File: src/rtl/pwm_deadtime.sv
// Complementary half-bridge gate driver: turns a single-ended PWM into out_hi/out_lo
// with a programmable dead time, swallowing and counting pulses shorter than it.
module pwm_deadtime #(
    parameter int DT_W  = 4,
    parameter int CNT_W = 8
) (
    input  logic             clk,
    input  logic             rst,
    input  logic             en,
    input  logic             pwm_in,
    input  logic [DT_W-1:0]  dead_time,
    input  logic             clr_cnt,
    output logic             out_hi,
    output logic             out_lo,
    output logic [2:0]       state_o,
    output logic [CNT_W-1:0] drop_cnt
);

    // One-hot so the gate outputs come straight off a single flop each.
    typedef enum logic [4:0] {
        S_OFF      = 5'b00001,
        S_LO_ON    = 5'b00010,
        S_DT_TO_HI = 5'b00100,
        S_HI_ON    = 5'b01000,
        S_DT_TO_LO = 5'b10000
    } state_t;

    localparam int LO_BIT = 1;
    localparam int HI_BIT = 3;

    state_t           state_q, state_d;
    logic             pwm_q, pwm_d;
    logic [DT_W-1:0]  dt_cnt_q, dt_cnt_d;
    logic [CNT_W-1:0] drop_cnt_q, drop_cnt_d;
    logic [DT_W-1:0]  d_eff;
    logic             drop;

    always_comb begin
        pwm_d    = pwm_in;
        d_eff    = (dead_time == '0) ? DT_W'(1) : dead_time;
        state_d  = state_q;
        dt_cnt_d = '0;
        drop     = 1'b0;
        if (!en) begin
            state_d = S_OFF;
        end else begin
            case (state_q)
                S_OFF: begin
                    if (pwm_q) begin
                        state_d  = S_DT_TO_HI;
                        dt_cnt_d = d_eff;
                    end else begin
                        state_d = S_LO_ON;
                    end
                end
                S_LO_ON: begin
                    if (pwm_q) begin
                        state_d  = S_DT_TO_HI;
                        dt_cnt_d = d_eff;
                    end
                end
                S_DT_TO_HI: begin
                    if (!pwm_q) begin
                        state_d = S_LO_ON;
                        drop    = 1'b1;
                    end else if (dt_cnt_q == DT_W'(1)) begin
                        state_d = S_HI_ON;
                    end else begin
                        dt_cnt_d = dt_cnt_q - DT_W'(1);
                    end
                end
                S_HI_ON: begin
                    if (!pwm_q) begin
                        state_d  = S_DT_TO_LO;
                        dt_cnt_d = d_eff;
                    end
                end
                S_DT_TO_LO: begin
                    if (pwm_q) begin
                        state_d = S_HI_ON;
                        drop    = 1'b1;
                    end else if (dt_cnt_q == DT_W'(1)) begin
                        state_d = S_LO_ON;
                    end else begin
                        dt_cnt_d = dt_cnt_q - DT_W'(1);
                    end
                end
                default: state_d = S_OFF;
            endcase
        end

        // Clear beats a simultaneous increment; the count sticks at all-ones.
        drop_cnt_d = drop_cnt_q;
        if (clr_cnt) begin
            drop_cnt_d = '0;
        end else if (drop && (drop_cnt_q != '1)) begin
            drop_cnt_d = drop_cnt_q + CNT_W'(1);
        end
    end

    always_ff @(posedge clk) begin
        if (rst) begin
            state_q    <= S_OFF;
            pwm_q      <= 1'b0;
            dt_cnt_q   <= '0;
            drop_cnt_q <= '0;
        end else begin
            state_q    <= state_d;
            pwm_q      <= pwm_d;
            dt_cnt_q   <= dt_cnt_d;
            drop_cnt_q <= drop_cnt_d;
        end
    end

    assign out_hi   = state_q[HI_BIT];
    assign out_lo   = state_q[LO_BIT];
    assign drop_cnt = drop_cnt_q;

    always_comb begin
        case (state_q)
            S_OFF:      state_o = 3'd0;
            S_LO_ON:    state_o = 3'd1;
            S_DT_TO_HI: state_o = 3'd2;
            S_HI_ON:    state_o = 3'd3;
            S_DT_TO_LO: state_o = 3'd4;
            default:    state_o = 3'd0;
        endcase
    end

endmodule

File: config.mk
export PLATFORM = sky130hd
export DESIGN_NAME = pwm_deadtime
export DESIGN_NICKNAME = d
export VERILOG_FILES = /design/src/rtl/pwm_deadtime.sv
export SDC_FILE = /design/constraint.sdc
export NUM_CORES = 1
export LEC_CHECK = 0
export ABC_CLOCK_PERIOD_IN_PS = 4300
export BUFFER_PORTS_ARGS = -buffer_cell sky130_fd_sc_hd__buf_4
export CORE_ASPECT_RATIO = 1.5
export CORE_UTILIZATION = 44
export DETAILED_ROUTE_END_ITERATION = 6
export PLACE_DENSITY_LB_ADDON = 0.12
export SLEW_MARGIN = 20
export SYNTH_ARGS = -nofsm -noshare
export SYNTH_HDL_FRONTEND = slang
export SYNTH_SLANG_ARGS = --single-unit
File: constraint.sdc
create_clock -name clk -period 4.3 [get_ports clk]
set_input_delay 0.86 -clock clk [delete_from_list [all_inputs] [get_ports clk]]
set_output_delay 0.86 -clock clk [all_outputs]
set_load 0.01 [all_outputs]
* Yosys cells after proc, flatten, opt, wreduce, memory -nomap -nowiden
Index checks and enable logic that the tools add are counted.
** Cells by class
- Add/subtract/negate cells :: 2
- Equal/unequal tests :: 11
- Mux-type cells :: 20
- Bitwise logic cells :: 1
- Reductions and logical operators :: 6
** Operators by type and width (count)
- $mux W5 :: 6
- $pmux W5 S5 :: 1
- $mux W4 :: 6
- $pmux W4 S4 :: 1
- $pmux W3 S4 :: 1
- $add A8 B1 Y8 const B :: 1
- $ne A8 B8 Y1 const B :: 1
- $ne A3 B3 Y1 const B :: 2
- $reduce_or A2 Y1 :: 3
- $eq A5 B1 Y1 const B :: 1
- $eq A5 B2 Y1 const B :: 1
- $eq A5 B3 Y1 const B :: 1
- $eq A5 B4 Y1 const B :: 1
- $eq A5 B5 Y1 const B :: 1
- $eq A4 B1 Y1 const B :: 1
- $logic_not A4 Y1 :: 1
- $ne A2 B2 Y1 const B :: 2
- $reduce_and A4 Y1 :: 1
- $sub A4 B1 Y4 const B :: 1
- $mux W1 :: 3
- $mux W3 :: 1
- $pmux W1 S2 :: 1
- $logic_and A1 B1 Y1 :: 1
- $not A1 Y1 :: 1
** Word-level totals
- Flip-flop bits (word level) :: 18
- Input bits :: 9
- Output and inout port bits :: 13
- Logic and storage cells :: 44

* Depth between registers and ports, before layout
Gate-level depths: netlist of run 1.
- Depth in word-level cells :: 4
- Depth in mapped cells :: 6

* Worst setup path after synthesis of run 1
OpenSTA, ideal clock, no wires.
- Path type :: register to output
- From :: register state_q[3]
- To :: output port state_o[1]
- Arrival :: 1.138 ns
- Data required time :: 3.440 ns
- Setup slack :: 2.302 ns
- Cell stages (with the launch flop) :: 4
- Path through :: dfxtp_1 clkbuf_1 xnor2_1 nor4_1
** On the way
- Word-level cells in the longest chain between the ends :: 2
- Elaborated cells on any way between the ends :: 5
- Those cells by class :: eq/ne (4); mux (1)
** RTL lines
- start: declaration :: RTL line 31 : state_t state_q, state_d;
- start signal: assignment :: RTL line 108 : state_q <= state_d;
- $eq A5 B5 Y1, or another cell as far along :: RTL line 120 : case (state_q)
- $pmux W3 S4 (*) :: RTL line 120
- end: declaration :: RTL line 15 : output logic [2:0] state_o,
Mark *: on every way between the ends. The rest lies on a longest branch, timed or not.

* Worst setup path after layout of run 1
- From :: register state_q[1]
- To :: output port state_o[2]
Same word-level chain as after synthesis.

==> results.tsv, run 1 <==
stage	metric	value	unit
run_status	status	finished clean	
pwr	comb_power_share	10.5	%
worst_setup_path	end_kind	output pin	
die	die-width	43.2	um
flow_run	cap_violations	0	
layout	final_cells	172	
grt	grt_max_degree	16	
worst_setup_path	criticalPathCategory	reg2out	
synth	yosysWarnings	0	
route	via_per_inst	6.13	
synth	ys_ff_latch	18	
sta	worst_slew_pin_slew	643	ps
placement	portBuffers	21	
worst_setup_path	path_cells	nor3_2 > and3b_1 > buf_4	
grt	grt_use_total	20.3	%
die	die_y	63.9	um
synth	syn_avg_cell_area	8.44	um2
route	route.detailed.drc	0	
grt	grt_pass1_vias	1030	
clocking	postCtsSetupBuffers	0	
synth	ys.flop_type	dfxtp_1	
clocking	htree_num_levels	1	
worst_setup_path	required	3440	ps
grt	grt_antenna_before_repair	0	
clocking	cts_buffer_depth	2	
sta	tns	0	ps
die	ioPinCount	22	
sta	min_period_over_period	54.2	%
sta	fin_crit	2330	ps
sta	hold_viol	0	
pwr	clockPowerShare	28.7	%
route	wl_per_cell	14.5	um
worst_setup_path	path_max_fanout	12	
synth	yosysTopAreaCell	dfxtp_1	
sta	rsz0062_at_grt	false	
min_path	hold_path_class	reg2reg	
pwr	powerDensity	226	nW/um2
route	wl_met2	1290	um
synth	async_reset_ff_share	0	%
clocking	ctsHoldBuffers	0	
grt	grt_pass1_wl	4470	um
clocking	cts_resized	0	
placement	place_congestion	0.803	
route	antenna_left	0	
route	wl_met1	1050	um
sta	skew	4.57	ps
layout	layout-drive-gt1-share	22.3	%
sta	finalMaxSlewViolations	0	
worst_setup_path	critPathLaunchType	flop	
clocking	cts_tree	built	
worst_setup_path	max_stage_delay	440	ps
pwr	vdd_drop_max	0.132	mV
layout	syn_to_final_growth	14.4	%
route	drt_iter0_markers	15	
synth	synthCells	133	
sta	maxSlewHeadroom	57.0	%
sta	fmax	429	MHz
placement	hpwl	1880	um
synth	netlist_top_cells_area	dfxtp_1 (32%), a21oi_1 (4.5%), mux2i_1 (3.6%)	
pwr	leakage	0.478	nW
die	coreArea	2420	um2
worst_setup_path	crit_family	simple AND/OR/NAND/NOR gates	
pwr	p_sw_share	24.9	%
synth	synth-edff-count	0	
placement	dpl.cell_count	169	
worst_setup_path	critPathSlowestCell	dfxtp_1	
pwr	power_frac_seq	60.9	%
layout	fin_nets	162	
pwr	intPower	0.218	mW
synth	synth_cell_types	45	
clocking	clk_latency	300	ps
layout	fill_cells	237	
route	top_layer_used	met4	
sta	setup_viol	0	
route	drtPass1Iterations	4	
clocking	path_clk_slew	100	ps
synth	netlist.area_leader.share	32.1	%
synth	syn_nets	145	
grt	overflow	0	
clocking	cts.sinks	18	
layout	antenna_cells	0	
die	rows	22	
die	die-area	2760	um2
die	start_util	46.3	%
worst_setup_path	arrival	1470	ps
synth	seq_area_frac_synth	32.1	%
route	met3WireLength	95	um
route	vias	1055	
worst_setup_path	crit_buf_inv	1	
synth	synth_area	1120	um2
clocking	numCtsBuffers	3	
clocking	clockRootBuffer	clkbuf_4	
route	routed_wl	2490	um
pwr	p_switching	0.0723	mW
## logic make-up (layout without fill, tap and decap cells)
kind of cell | count (synthesis) | in the layout | synth area share (%)
AO/OA/AOI/OAI | 30 | 30 | 18.5
XOR/XNOR | 4 | 4 | 3.12
adder cells (fa/ha/maj) | 3 | 3 | 3.34
buffers and inverters | 12 | 27 | 5.35
flip-flops | 18 | 18 | 32.1
multiplexers | 5 | 5 | 4.57
AND/OR/NAND/NOR | 61 | 61 | 33.0
## worst reg2reg max path, cell delays in order, from the launching register on
cell and delay, ps:
dfxtp_1 440, nor3_2 400, o211ai_2 340, or4_1 590, a21oi_1 140
## routing by layer
metal  vias to the layer above  GRT usage (%)
li1                        526              -
met1                       491           24.2
met2                        31           35.6
met3                         7           1.69
met4                         0           9.09
met5                         -              0
## final timing paths
kind / start / end / slack [ps] / cells past startpoint
worst max-delay path: state_q[1] / state_o[2] / 1970 / 3
worst min-delay path: drop_cnt[6] / drop_cnt[6] / 500 / 2
worst max register to register: state_q[1] / drop_cnt[4] / 2340 / 4
worst min register to register: drop_cnt[6] / drop_cnt[6] / 500 / 2
## flip-flops by register name (all words and copies together) (netlist names)
| signal | flops |
|---|---|
| dt_cnt_q | 4 |
| pwm_q | 1 |
| state_q | 5 |
| drop_cnt | 8 |
## power by group through the flow
| stage | clock network (mW) | registers (mW) | logic [mW] |
|---|---|---|---|
| finish | 0.0832 | 0.177 | 0.0304 |
| CTS | 0.0858 | 0.176 | 0.0306 |
| global route | 0.0945 | 0.178 | 0.0342 |
| detailed placement | 0 | 0.180 | 0.0305 |
| floorplan | 0 | 0.175 | 0.0245 |
| global placement | 0 | 0.180 | 0.0299 |
## cell usage after synthesis (4+ instances only)
library cell and number:
a21oi_1 10, and3b_1 4, dfxtp_1 18, mux2i_1 4, nand2_1 10, nand2b_1 5
nand3_1 8, nor2_1 6, nor3_1 4, o41ai_1 4, or4_1 4
## through the flow
step           worst slack [ps]  area (um2)  utilization, %  hold slack [ps]  power (mW)
3_3_place_gp               2320        1260            52.1              482       0.210
5_1_grt                    1870        1280            53.0              538       0.306
6_report                   1970        1280            53.0              499       0.290
2_1_floorplan              2300        1120               -              502       0.200
3_5_place_dp               2290        1260            52.1              485       0.211
4_1_cts                    1970        1280            53.0              501       0.293
## cell usage in the layout, fill, tap and decap left out, drive strengths merged, types with 4 or more instances in the layout
master and count:
a21oi 10, nand3 8, nor2 6, nand2 10
o41ai 4, and3b 4, mux2i 4, nand2b 5
o21ai 5, or4 4, buf 21, nor3 5
dfxtp 18
## final cells by class
cell class	instances	area (um2)	area share, %
tap	24	30.0	2.34
timing repair buffer	21	158	12.3
inverter	3	11.3	0.877
clock buffer	3	22.5	1.75
multi-input combinational	103	702	54.7
sequential	18	360	28.1
Power figures use the tool's default switching activity.
==> run 2, diff against run 1 <==
Settings changed: ABC_AREA from default to 1, ABC_CLOCK_PERIOD_IN_PS 4300 to 2370.
Clock period 4.3 ns to 2.37 ns, I/O delays scaled along.
==> run 2 against run 1 <==
Non-clock buffer count did not move. Via count rose by 9.4%. Clock power rose by 130%. Critical endpoint is now state_o[1].
==> results.tsv, run 2 <==
stage	metric	value	unit
die	die_y	63.8	um
worst_setup_path	cp-startpoint	state_q[1]	
clocking	path_clk_slew	100	ps
grt	grt_pass1_wl	4280	um
route	via_per_inst	5.27	
worst_setup_path	arrival	1320	ps
worst_setup_path	critPathLaunchType	flop	
layout	fin_nets	208	
layout	syn_to_final_growth	19.7	%
die	start_util	46.2	%
synth	ys_ff_latch	18	
synth	synth_compound_area_share	10.3	%
sta	fmax	558	MHz
synth	synthMuxAreaShare	0	%
synth	netlist.area_leader.share	32.2	%
sta	hold_viol	0	
pwr	vdd_drop_max	0.272	mV
clocking	cts.sinks	18	
pwr	power	0.582	mW
synth	seq_area_frac_synth	32.2	%
synth	synthSimpleGateAreaFrac	41.4	%
clocking	cts_buffer_depth	2	
sta	worst_slack	578	ps
grt	grt_use_total	20.0	%
min_path	hold_path_class	in2reg	
synth	synth_cell_types	24	
layout	fill_cells	244	
run_status	status	finished clean	
clocking	ctsHoldBuffers	0	
placement	hpwl	1990	um
route	wl_per_cell	11.2	um
synth	syn_avg_cell_area	6.54	um2
sta	finalMaxSlewViolations	0	
worst_setup_path	rr_worst_depth	10	
synth	synthCells	171	
clocking	numCtsBuffers	3	
synth	synth_area	1120	um2
worst_setup_path	path_max_fanout	6	
route	drtPass1Iterations	4	
placement	place_congestion	0.885	
placement	placed_area	1300	um2
route	antenna_left	0	
worst_setup_path	end_kind	output pin	
clocking	cts_resized	0	
sta	maxSlewHeadroom	74.9	%
route	routed_wl	2460	um
min_path	hold_start	rst	
synth	yosysMostFrequentCell	nand2_1	
min_path	hold_depth	2	
layout	seqCellArea	360	um2
layout	layout_commonest_cell	nand2_1	
layout	final_cells	219	
sta	fin_crit	1790	ps
die	ioPinCount	22	
clocking	cts_tree	built	
synth	ys.flop_type	dfxtp_1	
grt	grt_max_degree	14	
clocking	clk_latency	300	ps
synth	synth_fa_ha_area_share	3.36	%
grt	grt_antenna_before_repair	0	
die	rows	22	
clocking	postCtsSetupBuffers	0	
synth	synth_top_family_by_area	simple AND/OR/NAND/NOR gates	
die	die-width	43.2	um
clocking	clockRootBuffer	clkbuf_4	
layout	fin_util	55.3	%
synth	yosysWarnings	0	
sta	worst_slew_pin_slew	376	ps
synth	yosysTopAreaCell	dfxtp_1	
layout	antenna_cells	0	
sta	hold_ws	334	ps
synth	netlist_top_cells_area	dfxtp_1 (32%), nand2_1 (14%), nand3_1 (8.9%)	
route	vias	1154	
grt	overflow	0	
layout	layout_common_cells	nand2_1 (41), nor2_1 (24), inv_1 (22), buf_4 (21), nand3_1 (20)	
pwr	leakage	0.631	nW
placement	portBuffers	21	
grt	grt_pass1_vias	1081	
sta	tns	0	ps
clocking	htree_num_levels	1	
synth	syn_nets	183	
sta	skew	5.87	ps
synth	async_reset_ff_share	0	%
layout	multi_input_area	659	um2
placement	pre_cts_slack	888	ps
worst_setup_path	criticalPathCategory	reg2out	
synth	synth_xor_xnor_area_share	3.91	%
worst_setup_path	rr_startpoint	drop_cnt[0]	
route	route.detailed.drc	0	
flow_run	cap_violations	0	
route	drt_iter0_markers	39	
worst_setup_path	required	1900	ps
synth	synth_common_cells	nand2_1 (41), nor2_1 (24), inv_1 (22)	
placement	dpl.cell_count	215	
die	die-area	2750	um2
layout	largest_reg_flops	8	
synth	synth-edff-count	0	
layout	layout-drive-gt1-share	20.5	%
layout	design_area	1340	um2
sta	min_period_over_period	75.6	%
die	coreArea	2420	um2
sta	setup_viol	0	
sta	rsz0062_at_grt	false	
pwr	powerDensity	435	nW/um2
==> run 2: kinds of logic after synthesis <==
kind of cell,after synthesis
simple gates,99
flops,18
compound gates,21
buf+inv,25
xor+xnor,5
fa+ha+maj,3
==> run 2: path summary, 6_finish.rpt <==
kind                                    end  slack, ps
worst min register to register  drop_cnt[7]        520
worst max-delay path             state_o[1]        580
worst min-delay path                  pwm_q        330
worst max register to register  drop_cnt[0]        880
==> run 2: critical path, stage by stage (launching register included) <==
cell	delay [ps]
dfxtp_1	380
nor2_4	190
nand3_1	210
nand2_1	120
buf_4	120
==> run 2: cell type report <==
cell class	count	area share, %
clock buffer	4	2.71
inverter	24	7.10
multi-input combinational	128	49.3
sequential	18	26.9
tap	24	2.24
timing repair buffer	21	11.8
==> run 2: where the power goes <==
group	switching [mW]	internal [mW]	total (mW)
Sequential	0.00885	0.309	0.317
Combinational	0.0442	0.0313	0.0755
Clock	0.0958	0.0937	0.190
==> run 2: layer usage <==
metal / global-route usage [%] / vias up / wire length [um]
li1: - / 591 / -
met1: 20.1 / 541 / 970
met2: 38.4 / 17 / 1380
met3: 1.69 / 5 / 58
met4: 10.2 / 0 / 51
met5: 0 / - / 0
